### config.mk
export PLATFORM = sky130hd
export DESIGN_NAME = sclk_generator
export DESIGN_NICKNAME = d
export VERILOG_FILES = /design/src/rtl/sclk_generator.sv
export SDC_FILE = /design/constraint.sdc
export NUM_CORES = 1
export LEC_CHECK = 0
export CORE_UTILIZATION = 35
export CTS_CLUSTER_SIZE = 14
export DETAILED_ROUTE_END_ITERATION = 10
export GPL_ROUTABILITY_DRIVEN = 1
export REMOVE_ABC_BUFFERS = 1
export SYNTH_ARGS = -nofsm -noshare
export SYNTH_HDL_FRONTEND = slang
export SYNTH_SLANG_ARGS = --single-unit
### constraint.sdc
create_clock -name i_clk -period 3.6 [get_ports i_clk]
set_input_delay 0.72 -clock i_clk [delete_from_list [all_inputs] [get_ports i_clk]]
set_output_delay 0.72 -clock i_clk [all_outputs]
set_load 0.05 [all_outputs]
### src/rtl/sclk_generator.sv
// Serial clock burst generator: emits i_num full o_sclk cycles of half-period
// i_div (clamped to DIV_MIN) with idle level i_cpol, plus edge and done strobes.
module sclk_generator #(
    parameter int CNT_W   = 16,
    parameter int NUM_W   = 8,
    parameter int DIV_MIN = 1
) (
    input  logic             i_clk,
    input  logic             i_rst_n,
    input  logic [CNT_W-1:0] i_div,
    input  logic             i_cpol,
    input  logic [NUM_W-1:0] i_num,
    input  logic             i_start,
    input  logic             i_pause,
    output logic             o_sclk,
    output logic             o_lead,
    output logic             o_trail,
    output logic             o_busy,
    output logic             o_done
);

    localparam logic [CNT_W-1:0] DIV_MIN_C = CNT_W'(DIV_MIN);

    typedef enum logic {
        IDLE,
        RUN
    } state_t;

    state_t           state;
    logic [CNT_W-1:0] div_l;
    logic [NUM_W-1:0] num_l;
    logic             cpol_l;
    logic [CNT_W-1:0] half_cnt;
    logic [NUM_W-1:0] trail_cnt;

    always_ff @(posedge i_clk) begin
        // NOTE: strobes default low every edge and are raised only on the edge
        // that produces them, so each lasts exactly one cycle.
        o_lead  <= 1'b0;
        o_trail <= 1'b0;
        o_done  <= 1'b0;

        if (!i_rst_n) begin
            state     <= IDLE;
            o_sclk    <= 1'b0;
            o_busy    <= 1'b0;
            div_l     <= DIV_MIN_C;
            num_l     <= '0;
            cpol_l    <= 1'b0;
            half_cnt  <= '0;
            trail_cnt <= '0;
        end else begin
            case (state)
                IDLE: begin
                    o_sclk <= i_cpol;
                    if (i_start && (i_num != '0)) begin
                        div_l     <= (i_div < DIV_MIN_C) ? DIV_MIN_C : i_div;
                        num_l     <= i_num;
                        cpol_l    <= i_cpol;
                        half_cnt  <= '0;
                        trail_cnt <= '0;
                        o_busy    <= 1'b1;
                        state     <= RUN;
                    end
                end

                RUN: begin
                    if (!i_pause) begin
                        if (half_cnt == div_l - 1'b1) begin
                            half_cnt <= '0;
                            o_sclk   <= ~o_sclk;
                            if (o_sclk == cpol_l) begin
                                o_lead <= 1'b1;
                            end else begin
                                o_trail <= 1'b1;
                                // Compare before incrementing so the counter never wraps at max i_num.
                                if (trail_cnt == num_l - 1'b1) begin
                                    o_done <= 1'b1;
                                    o_busy <= 1'b0;
                                    o_sclk <= cpol_l;
                                    state  <= IDLE;
                                end else begin
                                    trail_cnt <= trail_cnt + 1'b1;
                                end
                            end
                        end else begin
                            half_cnt <= half_cnt + 1'b1;
                        end
                    end
                end

                default: state <= IDLE;
            endcase
        end
    end

endmodule
==> results.toml <==
[timing]
whs_ns = 0.485
timing.final.crit_share = 0.913
setup_viol = 0
hold_viol = 0
fin_crit_ns = 3.29
grt_setup_unrepaired = "false"
finalSetupTns_ns = 0
worst_slew_pin_slew_ns = 0.945
slew_headroom = 0.367
fmax_mhz = 304
skew_ns = 0.00724
maxSlewViolCount = 0

[global_route]
antenna_found_initial = 0
grt_usage = 0.163
grt_max_degree = 23
grt_pass1_vias = 2619
grt-ovfl-total = 0
grt_pass1_wl_um = 12600

[placed_design]
place_area_mm2 = 0.00360
place_inst = 514
port_buffers = 33
place.gp.congestion = 0.801
hpwl_um = 5580

[detailed_routing]
wl_um = 7340
drtIter0Drc = 81
vias = 2741
via_per_inst = 5.25
wl_per_cell_um = 14.1
drtAntennaViolNets = 0
drc = 0
drt_first_pass_iters = 4

[synth]
postSynthAreaPerCell_um2 = 8.27
yosys_warnings = 0
ys_top_cells_by_area = "dfxtp_1 (35%), nand2_1 (7.9%), xnor2_1 (7.2%), xor2_1 (6.9%), a21boi_0 (5.7%)"
synth_cell_type_count = 58
yosysSeqAreaShare = 0.347
ys_ff_latch = 55
synth-edff-count = 0
synthArstFlopShare = 0
synth_top_cell_area_share = 0.347
synthCells = 383
yosys.area.top_type = "dfxtp_1"
synthesis.area_mm2 = 0.00317
synthFlopType = "dfxtp_1"

[min_path]
worstHoldStart = "num_l[7]"
hp-class = "flip-flop to flip-flop"
whs_path_depth = 2
holdPathEnd = "num_l[7]"

[clocking]
cts_setup_buffers = 0
cts.htree.levels = 2
clock-sinks = 55
cts_buffers = 5
cts_root_buffer = "clkbuf_8"
clk_path_buf_depth = 2
cts_tree = "done"
path_clk_slew_ns = 0.10
cts_hold_buffers = 0
post_cts_resized = 0
clk_latency_ns = 0.31

[die]
fp.coreArea_mm2 = 0.00876
die_w_um = 97.2
ios = 34
die_h_um = 97.2
initial_utilization = 0.362
die-area_mm2 = 0.00944
fp-row-count = 34

[layout]
layout_common_cells = "nand2_1 (67), dfxtp_1 (55), nor2_1 (35)"
final_common_cell = "nand2_1"
antenna_cells = 0
drive_above_1_share = 0.0725
fin_area_mm2 = 0.00369
num-nets-final = 446
finalNonFillerCells = 522
fill_cells = 895
area_delta_synth_final_pct = 16.4

[critical_path]
cp_max_fo = 7
cp_slowest_cell = "o41ai_2"
path_cells = "inv_1 -> ha_1 -> nor3b_2 -> nand2_2 -> o311ai_0 -> o21ai_0 -> a211o_2 -> o41ai_2 -> a31oi_1 -> a41o_1"
worstReg2RegStart = "div_l[0]"
required_ns = 3.81
r2r_cells = 10
timing.reg2reg.setup_slack_ns = 0.31
endpoint_kind = "flip-flop"
start_kind = "flip-flop"
cpPeakStageDelay_ns = 0.68
criticalPathCategory = "flip-flop to flip-flop"
r2r-end = "trail_cnt[2]"
critical_path_arrival_ns = 3.50

[power]
leakagePower_nw = 1.35
power_per_cell_area_mw_per_mm2 = 346
vdd_drop_max_mv = 0.201
p_total_w = 0.00128

[run_status]
status = "complete, no violations"

[job]
cap_violations = 0
==> final cells by class <==
class                      count  area [um^2]  area share
multi-input combinational    305         1970       0.533
clock inverter                 2         12.5     0.00339
timing repair buffer          39          375       0.102
sequential                    55         1100       0.299
clock buffer                   6         72.6      0.0197
tap                          108          135      0.0366
inverter                       7         26.3     0.00712
==> registers in the layout, indices dropped and copies added (netlist names), 8 cells and up <==
name	cells
trail_cnt	8
num_l	8
half_cnt	16
div_l	16
==> critical path, delay by kind of cell, from the launching register on <==
family	cells	cell delay, ns
fa+ha+maj	1	0.28
compound gates	6	1.88
buf+inv	1	0.10
flops	1	0.41
simple gates	2	0.53
==> cells in the mapped netlist (8+ instances only) <==
library cell,n
nand4_1,10
or4_1,8
nor2_1,35
xnor2_1,26
xor2_1,25
o21ai_0,10
a21boi_0,24
dfxtp_1,55
clkbuf_1,11
nand2_1,67
nand3_1,13
and3_1,9
==> per-stage QoR <==
| stage | util | setup WS, ns |
|---|---|---|
| after detailed placement | 0.411 | 0.358 |
| after CTS | 0.421 | 0.336 |
| after floorplan | - | -0.587 |
| after global routing | 0.421 | 0.0833 |
| final | 0.421 | 0.314 |
| after global placement | 0.411 | 0.408 |
==> worst max-delay path by stage <==
stage	start	end	slack, ns	cells after the start
2_1_floorplan	i_num[4]	half_cnt[15]	-0.59	8
3_3_place_gp	div_l[0]	trail_cnt[2]	0.41	10
5_1_grt	div_l[0]	trail_cnt[1]	0.08	10
6_report	div_l[0]	trail_cnt[2]	0.31	10
4_1_cts	div_l[0]	trail_cnt[1]	0.34	10
3_5_place_dp	div_l[0]	trail_cnt[1]	0.36	10
==> where the power goes <==
| group | total, W | switching (W) | internal (W) |
|---|---|---|---|
| sequential | 0.000666 | 0.0000360 | 0.000630 |
| combinational | 0.000262 | 0.000140 | 0.000122 |
| clock | 0.000348 | 0.000211 | 0.000137 |
| total | 0.00128 | 0.000387 | 0.000889 |
==> logic make-up (layout without fill, tap and decap cells) <==
family | after synthesis | after routing | share of synthesized area
compound gates | 65 | 65 | 0.149
xor+xnor | 52 | 52 | 0.148
buf+inv | 23 | 54 | 0.0336
mux | 1 | 1 | 0.00316
fa+ha+maj | 4 | 4 | 0.0158
flops | 55 | 55 | 0.347
simple gates | 183 | 183 | 0.303
==> routing by layer <==
| layer | share of wire | vias to the layer above | global-route usage |
|---|---|---|---|
| met3 | 0.032 | 5 | 0.0266 |
| li1 | - | 1405 | - |
| met1 | 0.46 | 1292 | 0.202 |
| met2 | 0.50 | 39 | 0.293 |
| met4 | 0.0080 | 0 | 0.0379 |
| met5 | 0 | - | 0 |
No activity file was read; power rests on OpenSTA's default activity.
==> RTL change 1 (same settings) <==
Set the parameter `NUM_W` to 10 (it was 8).
--- a/src/rtl/sclk_generator.sv
+++ b/src/rtl/sclk_generator.sv
@@ -3,5 +3,5 @@
 module sclk_generator #(
     parameter int CNT_W   = 16,
-    parameter int NUM_W   = 8,
+    parameter int NUM_W   = 10,
     parameter int DIV_MIN = 1
 ) (
Interface: changed (resized i_num); port bits go from 34 to 36. No check against the original RTL was run, so the function may have changed too.
==> RTL change 1 against the unedited design <==
Clock power rose by 82%; cell area grew 13%; die area rose by 9.7%; critical path depth fell by 2; synthesized area is 9.9% higher; power rose by 26%; combinational power barely moved; synthesized cell count is 13% higher; sequential cell count rose by 4; sequential share of layout area decreased by 1.5 points; routed wire length grew 16%; non-clock buffer count rose by 3; worst setup slack better by 18 ps; critical path type unchanged; highest routed layer unchanged.
==> RTL change 1: results (changes against the unedited design) <==
[logic_synthesis]
synth_common_cells = nand2_1, dfxtp_1, nor2_1, xnor2_1, a21boi_0
ys_types = 59  ; +1.7%
synthTopCellsByArea = dfxtp_1, nand2_1, xnor2_1, a21boi_0, xor2_1
ys_seq_area_share_pct = 33.91  ; -0.83 points
avgSynthCellArea_um2 = 8.026  ; -3.0%

[clock_network]
htreeDepth = 3  ; +1
cts_buffers = 9  ; +4
clk_latency_ps = 330  ; +20 ps

[layout]
fillCellCount = 1017  ; +14%
layout.nets = 498  ; +12%

[global_routing]
grt_pass1_wl_mm = 14.09  ; +12%
grt_max_degree = 25  ; +8.7%
grt_usage_pct = 17.60  ; +1.3 points
grt_pass1_vias = 2984  ; +14%

[detailed_routing]
drt_wl_total_mm = 8.483  ; +16%
vias = 3155  ; +15%
viasPerCell = 5.250  ; about the same

[worst_setup_path]
crit_fanout = 20  ; +13
crit_arrival_ps = 3450  ; -50 ps

[timing]
skew_ps = 10.74  ; +3.506 ps
tightestPinTransition_ps = 768.5  ; -177.0 ps

[placed_design]
place_hpwl_mm = 6.382  ; +14%
dpl_cell_area_um2 = 3951  ; +9.7%
gp_congestion = 0.8335  ; +4.1%
portBuffers = 35  ; +6.1%
dp.cells = 585  ; +14%

[power_and_ir_drop]
p_sw_mw = 0.4506  ; +17%
ir_drop_v = 0.0001865  ; -7.2%

[run_status]
outcome = finished, final reports clean

==> RTL change 1: logic make-up after synthesis <==
family	count (synthesis)	share of synthesized area, %
xor+xnor	48	12.46
simple gates	195	27.48
compound gates	91	19.61
mux	3	0.8980
fa+ha+maj	4	1.437
flops	59	33.91
buf+inv	34	4.203
==> RTL change 1: path summary, 6_finish.rpt <==
| check | startpoint | end | slack (ps) | depth (start not counted) |
|---|---|---|---|---|
| setup / recovery | div_l[0] | half_cnt[13] | 330 | 8 |
| hold / removal | num_l[9] | num_l[9] | 490 | 2 |
| setup reg to reg | div_l[0] | half_cnt[13] | 330 | 8 |
| hold reg to reg | num_l[9] | num_l[9] | 490 | 2 |
==> RTL change 1: stage by stage <==
stage | setup TNS (ps) | worst slack, ps | total power, mW | hold slack [ps] | utilization (%)
floorplan | -25940 | -1435 | 0.8837 | 455.0 | -
CTS | 0 | 309.9 | 1.624 | 492.5 | 42.80
global route | 0 | 44.92 | 1.684 | 515.3 | 42.80
finish | 0 | 332.5 | 1.608 | 492.1 | 42.80
detailed placement | 0 | 310.3 | 0.9892 | 482.2 | 40.61
global placement | 0 | 356.1 | 0.9833 | 482.3 | 40.61
==> RTL change 1: per-layer routing <==
metal	part of all wire, %	vias to the layer above	track usage [%]
met4	1.6	0	7.135
met3	2.5	13	2.622
met2	46	42	29.37
met5	0	-	0
met1	50	1497	22.69
li1	-	1603	-
==> RTL change 1: cell type report <==
cell class | instances | area [um2] | area share (%)
repair buffers | 42 | 402.9 | 9.675
flip-flops and latches | 59 | 1181 | 28.37
clock inverters | 5 | 61.31 | 1.472
multi-input cells | 341 | 2163 | 51.95
well taps | 133 | 166.4 | 3.996
inverters | 10 | 37.54 | 0.9014
clock buffers | 11 | 151.4 | 3.636
==> RTL change 1: critical path: stages (launching register included) <==
cell and delay (ps):
dfxtp_1 360, inv_1 80, ha_1 230, or4b_1 560, or3_1 410, a21oi_1 270, o211ai_2 390, a21oi_2 690
nor2_1 130
==> RTL change 1: power by group through the flow <==
| stage | sequential, mW | combinational (mW) | clock (mW) |
|---|---|---|---|
| 6_report | 0.713 | 0.263 | 0.632 |
| 3_3_place_gp | 0.726 | 0.257 | 0 |
| 4_1_cts | 0.712 | 0.264 | 0.649 |
| 5_1_grt | 0.717 | 0.292 | 0.675 |
| 2_1_floorplan | 0.723 | 0.160 | 0 |
| 3_5_place_dp | 0.727 | 0.262 | 0 |
==> RTL change 2 (config.mk and constraints unchanged) <==
Without the edit above. Register the output `o_lead` once more; this adds one clock of latency there. The other outputs are not delayed to match.
--- a/src/rtl/sclk_generator.sv
+++ b/src/rtl/sclk_generator.sv
@@ -27,4 +27,6 @@
     } state_t;
 
+    logic o_lead_s0;
+
     state_t           state;
     logic [CNT_W-1:0] div_l;
@@ -37,5 +39,5 @@
         // NOTE: strobes default low every edge and are raised only on the edge
         // that produces them, so each lasts exactly one cycle.
-        o_lead  <= 1'b0;
+        o_lead_s0 <= 1'b0;
         o_trail <= 1'b0;
         o_done  <= 1'b0;
@@ -71,5 +73,5 @@
                             o_sclk   <= ~o_sclk;
                             if (o_sclk == cpol_l) begin
-                                o_lead <= 1'b1;
+                                o_lead_s0 <= 1'b1;
                             end else begin
                                 o_trail <= 1'b1;
@@ -95,3 +97,7 @@
     end
 
+    always_ff @(posedge i_clk) begin
+        o_lead <= o_lead_s0;
+    end
+
 endmodule
Check against the original RTL: not equivalent (Yosys sat finds a counterexample within 4 cycles, from zero or initial values and one cycle with i_rst_n low).
==> RTL change 2 against the unedited design <==
Synthesized area is essentially flat; sequential cell count rose by 1; clock power up 3%; worst hold slack got worse by 150 ps; worst setup slack better by 46 ps; via count shrank 2.9%; non-clock buffer count fell by 1; power up 2.5%; routed wire length about the same; cell area fell by 0.31%.
==> RTL change 2: results (changes against the unedited design) <==
[run_status]
outcome = finished, final reports clean

[power_and_ir_drop]
p_leak_nw = 1.352  ; +0.30%
ir_drop_v = 0.0001499  ; -25%
p_sw_mw = 0.3825  ; -1.1%

[worst_hold_path]
holdPathEnd = o_lead
min-delay-start = o_lead_s0
min_path_cells = 0  ; -2

[placed_design]
place_hpwl_mm = 5.585  ; about the same
gp_congestion = 0.8515  ; +6.3%
dp.cells = 491  ; -4.5%
dpl_cell_area_um2 = 3585  ; -0.52%

[logic_synthesis]
ys_seq_area_share_pct = 35.39  ; +0.65 points
avgSynthCellArea_um2 = 8.825  ; +6.6%
synthTopCellsByArea = dfxtp_1, xor2_1, xnor2_1, nor2_1, mux2i_1
synthFlopType = dfxtp_1
synth_common_cells = dfxtp_1, nor2_1, xor2_1, xnor2_1, nand3_1
ys_types = 64  ; +10%

[worst_setup_path]
critPathSlowestCell = o21ai_0
crit_fanout = 11  ; +4
rrSetupSlack_ps = 360  ; +50 ps
crit_arrival_ps = 3480  ; -20 ps
cp_slowest_stage_delay_ps = 610  ; -70 ps
reg2reg_depth = 11  ; +1
cpLargestDelayFamily = compound AO/OA/AOI/OAI gates

[clock_network]
cts_setup_buffers = 0  ; unchanged

[layout]
layout.nets = 423  ; -5.2%
drive_above_1_share_pct = 9.719  ; +2.5 points
fillCellCount = 858  ; -4.1%

[detailed_routing]
drt_iter0_drc = 118  ; +46%
vias = 2662  ; -2.9%
drt_wl_total_mm = 7.331  ; about the same
wl_per_cell_um = 14.69  ; +4.5%

[global_routing]
grt_pass1_wl_mm = 12.34  ; -2.0%
grt_usage_pct = 15.90  ; -0.39 points
grt_pass1_vias = 2517  ; -3.9%
grt_max_degree = 19  ; -17%

[timing]
tightestPinTransition_ps = 751.7  ; -193.7 ps
skew_ps = 11.96  ; +4.718 ps
holdWs_ps = 336.9  ; -148.0 ps

RTL change 2: cell types whose count changed after synthesis, sizes merged, moves of 8 or more:
| cell | change |
|---|---|
| nor2b | +13 |
| a22o | +11 |
| a21boi | -22 |
| inv | +9 |
| or4 | -8 |
| mux2i | +10 |
| nand2 | -51 |
RTL change 2: worst register-to-register path, delay by kind of cell (launching register included):
kind,cells,cell delay [ps]
AO/OA/AOI/OAI,5,1240
XOR/XNOR,1,210
buffers and inverters,2,320
flip-flops,1,370
adder cells (fa/ha/maj),1,350
AND/OR/NAND/NOR,2,680
RTL change 2: worst max-delay path by stage:
stage               depth (start not counted)  startpoint  slack (ps)      endpoint
floorplan                                   7     i_start        -290  trail_cnt[7]
global placement                           11    div_l[0]         490  trail_cnt[2]
detailed placement                         11    div_l[0]         430  trail_cnt[2]
CTS                                        11    div_l[0]         360  trail_cnt[2]
global route                               11    div_l[0]          80  trail_cnt[2]
finish                                     11    div_l[0]         360  trail_cnt[2]
RTL change 2: power by group through the flow:
stage                     Combinational, mW  Sequential [mW]  Clock [mW]
after floorplan                       0.175            0.690           0
after global placement                0.264            0.694           0
after detailed placement              0.265            0.694           0
after CTS                             0.268            0.680       0.372
after global routing                  0.294            0.685       0.395
final                                 0.268            0.680       0.359
RTL change 2: kinds of logic after synthesis:
| group | Yosys count | synth area share [%] |
|---|---|---|
| mux | 11 | 3.476 |
| compound gates | 66 | 16.39 |
| buf+inv | 30 | 4.739 |
| xor+xnor | 48 | 13.27 |
| simple gates | 144 | 25.16 |
| fa+ha+maj | 4 | 1.580 |
| flops | 56 | 35.39 |
RTL change 2: final cells by class:
type / count / area [um2] / area share, %
multi-input cells: 273 / 1901 / 51.68
clock inverters: 2 / 10.01 / 0.2722
well taps: 108 / 135.1 / 3.675
inverters: 16 / 60.06 / 1.633
clock buffers: 6 / 82.58 / 2.246
flip-flops and latches: 56 / 1121 / 30.49
repair buffers: 38 / 367.9 / 10.00
RTL change 2: through the flow:
| stage | total power [mW] | TNS, ps | worst slack, ps |
|---|---|---|---|
| floorplan | 0.8650 | -2018 | -288.0 |
| global placement | 0.9575 | 0 | 488.9 |
| detailed placement | 0.9589 | 0 | 432.2 |
| CTS | 1.319 | 0 | 365.0 |
| global route | 1.374 | 0 | 77.90 |
| finish | 1.308 | 0 | 359.8 |
RTL change 2: per-layer routing:
| layer | vias to the layer above | global-route usage (%) | part of all wire (%) |
|---|---|---|---|
| met5 | - | 0 | 0 |
| met3 | 9 | 2.302 | 4.6 |
| met1 | 1247 | 24.02 | 53 |
| met4 | 0 | 3.904 | 1.4 |
| met2 | 63 | 23.51 | 41 |
| li1 | 1343 | - | - |
